`src/rtl/bbmips_pkg.sv`:
```
// bbmips_pkg: shared types and constants for the bbmips fetch front end.
//   XLEN          default address/instruction width
//   INSTR_BYTES   bytes per instruction word (sequential PC step)
//   fetch_state_t fetch FSM states
//   fetch_entry_t {pc, instr} prefetch queue payload
package bbmips_pkg;

  localparam int unsigned XLEN        = 32;
  localparam int unsigned INSTR_BYTES = 4;

  // IDLE: no request; BUSY: request whose data is kept; DROP: request whose
  // data is thrown away because a redirect flushed it.
  typedef enum logic [1:0] {
    IDLE = 2'd0,
    BUSY = 2'd1,
    DROP = 2'd2
  } fetch_state_t;

  typedef struct packed {
    logic [XLEN-1:0] pc;
    logic [XLEN-1:0] instr;
  } fetch_entry_t;

endpackage

```
`src/rtl/bbmips_fetch_queue.sv`:
```
// bbmips_fetch_queue: synchronous DEPTH-entry FIFO of fetch_entry_t.
// Head, valid and count are registered; the next head is computed ahead of
// the edge so a word pushed into an empty queue is visible the next cycle.
//   i_clk, i_rst     clock, synchronous active-low reset
//   i_push/_data     write one entry (caller guarantees queue not full)
//   i_pop            advance head (ignored when empty)
//   i_flush          empty the queue; overrides push and pop
//   o_valid, o_head  head entry, zero when empty
//   o_count          number of stored entries
module bbmips_fetch_queue
  import bbmips_pkg::*;
#(
  parameter int unsigned DEPTH = 4
) (
  input  logic                         i_clk,
  input  logic                         i_rst,
  input  logic                         i_push,
  input  fetch_entry_t                 i_push_data,
  input  logic                         i_pop,
  input  logic                         i_flush,
  output logic                         o_valid,
  output fetch_entry_t                 o_head,
  output logic [$clog2(DEPTH+1)-1:0]   o_count
);

  localparam int unsigned PTR_W = $clog2(DEPTH);
  localparam int unsigned CNT_W = $clog2(DEPTH + 1);

  fetch_entry_t     r_mem [DEPTH];
  logic [PTR_W-1:0] r_wr_ptr;
  logic [PTR_W-1:0] r_rd_ptr;
  logic [CNT_W-1:0] r_count;
  logic             r_valid;
  fetch_entry_t     r_head;

  logic             w_push;
  logic             w_pop;
  logic [PTR_W-1:0] w_wr_ptr_nxt;
  logic [PTR_W-1:0] w_rd_ptr_nxt;
  logic [CNT_W-1:0] w_count_left;
  logic [CNT_W-1:0] w_count_nxt;
  fetch_entry_t     w_head_nxt;

  // Next pointers, count and head entry.
  always_comb begin
    w_push       = i_push & ~i_flush;
    w_pop        = i_pop & r_valid & ~i_flush;
    w_wr_ptr_nxt = r_wr_ptr + PTR_W'(w_push);
    w_rd_ptr_nxt = r_rd_ptr + PTR_W'(w_pop);
    w_count_left = r_count - CNT_W'(w_pop);
    w_count_nxt  = w_count_left + CNT_W'(w_push);
    w_head_nxt   = '0;
    if (i_flush) begin
      w_wr_ptr_nxt = '0;
      w_rd_ptr_nxt = '0;
      w_count_nxt  = '0;
    end else if (w_count_left != '0) begin
      // Next head is already stored (it is older than any word written now).
      w_head_nxt = r_mem[w_rd_ptr_nxt];
    end else if (w_push) begin
      w_head_nxt = i_push_data;
    end
  end

  // Control state.
  always_ff @(posedge i_clk) begin
    if (!i_rst) begin
      r_wr_ptr <= '0;
      r_rd_ptr <= '0;
      r_count  <= '0;
      r_valid  <= 1'b0;
      r_head   <= '0;
    end else begin
      r_wr_ptr <= w_wr_ptr_nxt;
      r_rd_ptr <= w_rd_ptr_nxt;
      r_count  <= w_count_nxt;
      r_valid  <= (w_count_nxt != '0);
      r_head   <= w_head_nxt;
    end
  end

  // Storage array; contents are qualified by the count, so no reset needed.
  always_ff @(posedge i_clk) begin
    if (w_push) begin
      r_mem[r_wr_ptr] <= i_push_data;
    end
  end

  assign o_valid = r_valid;
  assign o_head  = r_head;
  assign o_count = r_count;

endmodule

```
`src/rtl/bbmips_fetch.sv`:
```
// bbmips_fetch: instruction-fetch front end. Issues sequential word fetches
// over a req/ack memory handshake, buffers {pc, instr} in a prefetch queue
// and hands them to decode with valid/ready. Redirects flush and restart.
//   i_clk, i_rst          clock, synchronous active-low reset
//   i_run                 allow new fetch requests
//   i_redirect/_pc        flush and restart at the word-aligned target
//   o_imem_req/_addr      fetch request, held until i_imem_ack
//   i_imem_ack/_data      memory accept with returned instruction word
//   o_valid, i_ready      decode handshake on the queue head
//   o_pc, o_instr         head entry, zero when empty
//   o_busy                request outstanding or queue non-empty
module bbmips_fetch
  import bbmips_pkg::*;
#(
  parameter int unsigned     XLEN     = bbmips_pkg::XLEN,
  parameter int unsigned     DEPTH    = 4,
  parameter logic [XLEN-1:0] RESET_PC = '0
) (
  input  logic            i_clk,
  input  logic            i_rst,
  input  logic            i_run,
  input  logic            i_redirect,
  input  logic [XLEN-1:0] i_redirect_pc,
  output logic            o_imem_req,
  output logic [XLEN-1:0] o_imem_addr,
  input  logic            i_imem_ack,
  input  logic [XLEN-1:0] i_imem_data,
  output logic            o_valid,
  input  logic            i_ready,
  output logic [XLEN-1:0] o_pc,
  output logic [XLEN-1:0] o_instr,
  output logic            o_busy
);

  localparam int unsigned     CNT_W   = $clog2(DEPTH + 1);
  localparam int unsigned     ENTRY_W = bbmips_pkg::XLEN;
  localparam logic [XLEN-1:0] PC_STEP = XLEN'(INSTR_BYTES);

  fetch_state_t    r_state;
  fetch_state_t    w_state_nxt;
  logic [XLEN-1:0] r_fpc;
  logic [XLEN-1:0] w_fpc_nxt;
  logic            r_imem_req;
  logic [XLEN-1:0] r_imem_addr;
  logic            r_busy;

  logic             w_issue;
  logic             w_push;
  logic             w_pop;
  logic [CNT_W-1:0] w_cnt_after;
  logic             w_slot_free;
  logic [XLEN-1:0]  w_redirect_pc;
  fetch_entry_t     w_push_entry;
  logic             w_q_valid;
  fetch_entry_t     w_q_head;
  logic [CNT_W-1:0] w_q_count;

  assign w_redirect_pc = i_redirect_pc & ~XLEN'(3);

  // Redirect outranks push and pop; a DROP-state ack never pushes.
  assign w_push = (r_state == BUSY) & i_imem_ack & ~i_redirect;
  assign w_pop  = w_q_valid & i_ready & ~i_redirect;

  // Queue occupancy after this edge; the free-slot test keeps
  // count + outstanding within DEPTH.
  assign w_cnt_after = i_redirect ? '0
                     : (w_q_count + CNT_W'(w_push) - CNT_W'(w_pop));
  assign w_slot_free = (w_cnt_after < CNT_W'(DEPTH));

  assign w_push_entry.pc    = ENTRY_W'(r_fpc);
  assign w_push_entry.instr = ENTRY_W'(i_imem_data);

  // Next-state, next fetch PC and issue decision.
  always_comb begin
    w_state_nxt = r_state;
    w_fpc_nxt   = r_fpc;
    w_issue     = 1'b0;

    unique case (r_state)
      IDLE: begin
        if (i_run && (i_redirect || (w_q_count < CNT_W'(DEPTH)))) begin
          w_state_nxt = BUSY;
          w_issue     = 1'b1;
        end
      end
      BUSY, DROP: begin
        if (i_imem_ack) begin
          if (i_run && w_slot_free) begin
            w_state_nxt = BUSY;
            w_issue     = 1'b1;
          end else begin
            w_state_nxt = IDLE;
          end
        end else if (i_redirect) begin
          // Old address stays on the bus until memory acks it.
          w_state_nxt = DROP;
        end
      end
      default: w_state_nxt = IDLE;
    endcase

    if (i_redirect) begin
      w_fpc_nxt = w_redirect_pc;
    end else if (w_push) begin
      w_fpc_nxt = r_fpc + PC_STEP;
    end
  end

  // FSM state and fetch PC.
  always_ff @(posedge i_clk) begin
    if (!i_rst) begin
      r_state <= IDLE;
      r_fpc   <= RESET_PC;
    end else begin
      r_state <= w_state_nxt;
      r_fpc   <= w_fpc_nxt;
    end
  end

  // Registered memory-side and status outputs.
  always_ff @(posedge i_clk) begin
    if (!i_rst) begin
      r_imem_req  <= 1'b0;
      r_imem_addr <= RESET_PC;
      r_busy      <= 1'b0;
    end else begin
      r_imem_req <= (w_state_nxt != IDLE);
      if (w_issue) begin
        r_imem_addr <= w_fpc_nxt;
      end
      r_busy <= (w_state_nxt != IDLE) || (w_cnt_after != '0);
    end
  end

  bbmips_fetch_queue #(
    .DEPTH (DEPTH)
  ) u_queue (
    .i_clk       (i_clk),
    .i_rst       (i_rst),
    .i_push      (w_push),
    .i_push_data (w_push_entry),
    .i_pop       (w_pop),
    .i_flush     (i_redirect),
    .o_valid     (w_q_valid),
    .o_head      (w_q_head),
    .o_count     (w_q_count)
  );

  assign o_imem_req  = r_imem_req;
  assign o_imem_addr = r_imem_addr;
  assign o_valid     = w_q_valid;
  assign o_pc        = XLEN'(w_q_head.pc);
  assign o_instr     = XLEN'(w_q_head.instr);
  assign o_busy      = r_busy;

endmodule

```
`config.mk`:
```
export PLATFORM = sky130hd
export DESIGN_NAME = bbmips_fetch
export DESIGN_NICKNAME = d
export VERILOG_FILES = /design/src/rtl/bbmips_pkg.sv /design/src/rtl/bbmips_fetch_queue.sv /design/src/rtl/bbmips_fetch.sv
export SDC_FILE = /design/constraint.sdc
export NUM_CORES = 1
export LEC_CHECK = 0
export CORE_AREA = 10 10 205 207
export DETAILED_ROUTE_END_ITERATION = 8
export DIE_AREA = 0 0 215 217
export HOLD_SLACK_MARGIN = 0.15
export PLACE_DENSITY_LB_ADDON = 0.12
export SLEW_MARGIN = 10
export SYNTH_ARGS = -nofsm -noshare
export SYNTH_HDL_FRONTEND = slang
export SYNTH_SLANG_ARGS = --single-unit
```
`constraint.sdc`:
```
create_clock -name i_clk -period 9.5 [get_ports i_clk]
set_clock_uncertainty 0.2 [all_clocks]
set_input_delay 2.85 -clock i_clk [delete_from_list [all_inputs] [get_ports i_clk]]
set_output_delay 2.85 -clock i_clk [all_outputs]
set_load 0.02 [all_outputs]
```
==> flow_summary.ini <==
[global_route]
grt_pass1_wl_um = 58900
grt_usage = 0.163
grt_pass1_vias = 9471
grt_max_degree = 69
grt-ovfl-total = 0
antenna_found_initial = 3

[die]
design.die.area_mm2 = 0.0467
die_h_um = 217
num_rows = 72
ios = 169
initial_core_util = 0.393
die_w_um = 215
design.core.area_mm2 = 0.0381

[critical_path]
required_ps = 9760
cp_common_cell = buf_4
worstPathMaxFanout = 44
slowest_delay_ps = 450
crit_arrival_ps = 6710
rr_startpoint = r_state[1]
path_buf_inv = 7
cpMaxStageDelayCell = clkdlybuf4s50_1
start_kind = input port
worstReg2RegEnd = o_imem_addr[26]
reg2reg_slack_ps = 5930
cp_cell_sequence = clkdlybuf4s50_1 -> buf_4 -> clkinv_1 -> buf_4 -> nand3_1 -> ha_1 -> inv_1 -> ha_1 -> inv_1 -> fa_1 -> xor3_1 -> nor2_1 -> o21a_1 -> buf_4 -> nand2_1 -> o31ai_1
path_class = in -> reg
end_kind = flop
reg2reg_depth = 14
path_delay_family = buffers and inverters

[route]
drtIter0Drc = 564
drtAntennaViolNets = 0
via_count = 8891
wl_per_cell_um = 22.0
dr.pass1.iters = 5
avgViaCountPerCell = 5.13
wl_um = 38100
drc = 0

[sta]
post-route-period-util = 0.678
holdWs_ps = 269
hold_viol_final = 0
slew_viol_final = 0
maxSlewHeadroom = 0.287
fmax_ghz = 0.155
worstMarginPinSlew_ps = 1070
tns_ps = 0
setup_violations = 0
period_needed_ps = 6450
rsz0062_at_grt = no

[clock_network]
htree_levels = 2
cts.clk_slew.worst_paths_ps = 50
cts_tree = done
cts_buffers = 44
cts_root_buf = clkbuf_16
post_cts_resized = 0
clk_latency_ps = 560
postCtsHoldBufs = 0
cts.sinks = 396
clock_path_buffers = 3
cts_setup_buffers = 0

[yosys]
synthTopCellsByArea = edfxtp_1, dfxtp_1, mux4_2
yosys_warnings = 0
synthCells = 1006
async_flop_share = 0
yosysTopAreaCell = edfxtp_1
ys_seq_area_frac = 0.701
synth_edf_count = 256
syn_nets = 1090
synth_cell_types = 53
syn_avg_cell_area_um2 = 14.9
netlist.area_leader.share = 0.514
syn_area_mm2 = 0.0150
ys_ff_latch = 396
ys.flop_type = edfxtp_1

[placement]
dp_hpwl_um = 22700
globalplace.congestion = 0.755
io_buffers = 166

[final_layout]
fin_nets = 1260
seqCellArea_mm2 = 0.0105
fill_cells = 3301
area_growth_pct = 24.7
multi_input_area_mm2 = 0.00423
drive_above_1_share = 0.137

[min_path]
whs_endpoint = o_imem_addr[26]
hold_class = reg -> reg
worstHoldPathCells = 2
hold_start = o_imem_addr[26]

[status]
outcome = finished clean

[power_and_ir_drop]
p_leak_nw = 6.25
power.density_mw_per_mm2 = 202
ir_drop_mv = 0.102

[job]
cap_violations = 0
final cells by class:
class                           instances  area share
Antenna cell                            2    0.000268
Clock buffer                           64      0.0669
Clock inverter                         18     0.00791
Inverter                               19     0.00382
Multi-Input combinational cell        529       0.226
Sequential cell                       396       0.562
Tap cell                              518      0.0347
Timing Repair Buffer                  186      0.0978
kinds of logic after synthesis:
kind of cell,synth area share
DFF,0.701
and+or+nand+nor,0.0913
adders and majority gates,0.0122
buffers and inverters,0.0208
muxes,0.0998
xor gates and xnor gates,0.0174
AOI/OAI and AO/OA,0.0573
cell usage after synthesis (2+ instances only):
cell and instances:
edfxtp_1 256, dfxtp_1 140, nand2_1 90, nand3_1 81, a21oi_1 75, mux4_2 64, clkbuf_1 44, nor2_1 38
and3_1 23, inv_1 18, xnor2_1 16, o21ai_0 14, ha_1 13, o22a_1 13, buf_1 12, nand4_1 11
xor2_1 11, a21o_1 8, nor3_1 8, buf_2 6, or3_1 6, a211oi_1 5, o21a_1 5, o31ai_1 5
mux2i_1 4, nor4_1 4, and4_1 3, a211oi_2 2, a31oi_1 2, and2_1 2, nand2b_1 2, nor3b_1 2
o211a_1 2, o22ai_1 2
registers in the layout (all words and copies together) (netlist names):
signal / cells
o_busy: 1
o_imem_addr: 32
o_imem_req: 1
r_fpc: 32
r_state: 2
u_queue.o_count: 3
u_queue.o_head: 64
u_queue.o_valid: 1
u_queue.r_mem: 256
u_queue.r_rd_ptr: 2
u_queue.r_wr_ptr: 2
how the worst max path moves through the flow:
stage	startpoint	to	slack (ps)	depth (start not counted)
3_5_place_dp	i_redirect	u_queue.r_mem[2][48]	2380	9
3_3_place_gp	i_redirect	u_queue.r_mem[2][50]	2400	9
4_1_cts	i_redirect	u_queue.r_mem[2][48]	2980	9
6_report	i_redirect	o_imem_addr[26]	3050	16
5_1_grt	i_redirect	o_imem_addr[26]	2760	16
2_1_floorplan	i_redirect	u_queue.r_mem[1][0]	660	4
worst min-delay path, stage by stage (launching register included):
cell and delay [ps]:
dfxtp_1 310, nand3_1 60, o31ai_1 60
per-stage QoR:
step,setup WS (ps),cells,total power [mW],instance area [µm²],utilization
floorplan,658,1006,2.05,15000,-
global placement,2400,1648,2.17,17300,0.453
detailed placement,2380,1648,2.17,17300,0.453
CTS,2980,1730,3.82,18700,0.490
global route,2760,1730,3.91,18700,0.490
finish,3050,1732,3.77,18700,0.490
power breakdown:
part           internal [mW]  total, mW  switching, mW
combinational         0.0996      0.231          0.132
clock                  0.968       1.64          0.671
sequential              1.87       1.90         0.0346
layout by cell type, fill, tap and decap left out, types with 16 or more instances in the layout:
cell / count
edfxtp_1: 256
nor2_1: 37
mux4_2: 64
xnor2_1: 16
a21oi_1: 75
nand3_1: 80
and3_1: 21
inv_1: 17
buf_4: 19
clkbuf_16: 45
dfxtp_1: 140
nand2_1: 89
clkdlybuf4s50_1: 166
routing by layer:
metal,GRT usage,share of wire,up-vias
li1,-,-,4159
met1,0.210,0.44,4444
met2,0.268,0.48,240
met3,0.0451,0.068,46
met4,0.0437,0.016,2
met5,0,0.00034,-
No activity file was read; power rests on OpenSTA's default activity.
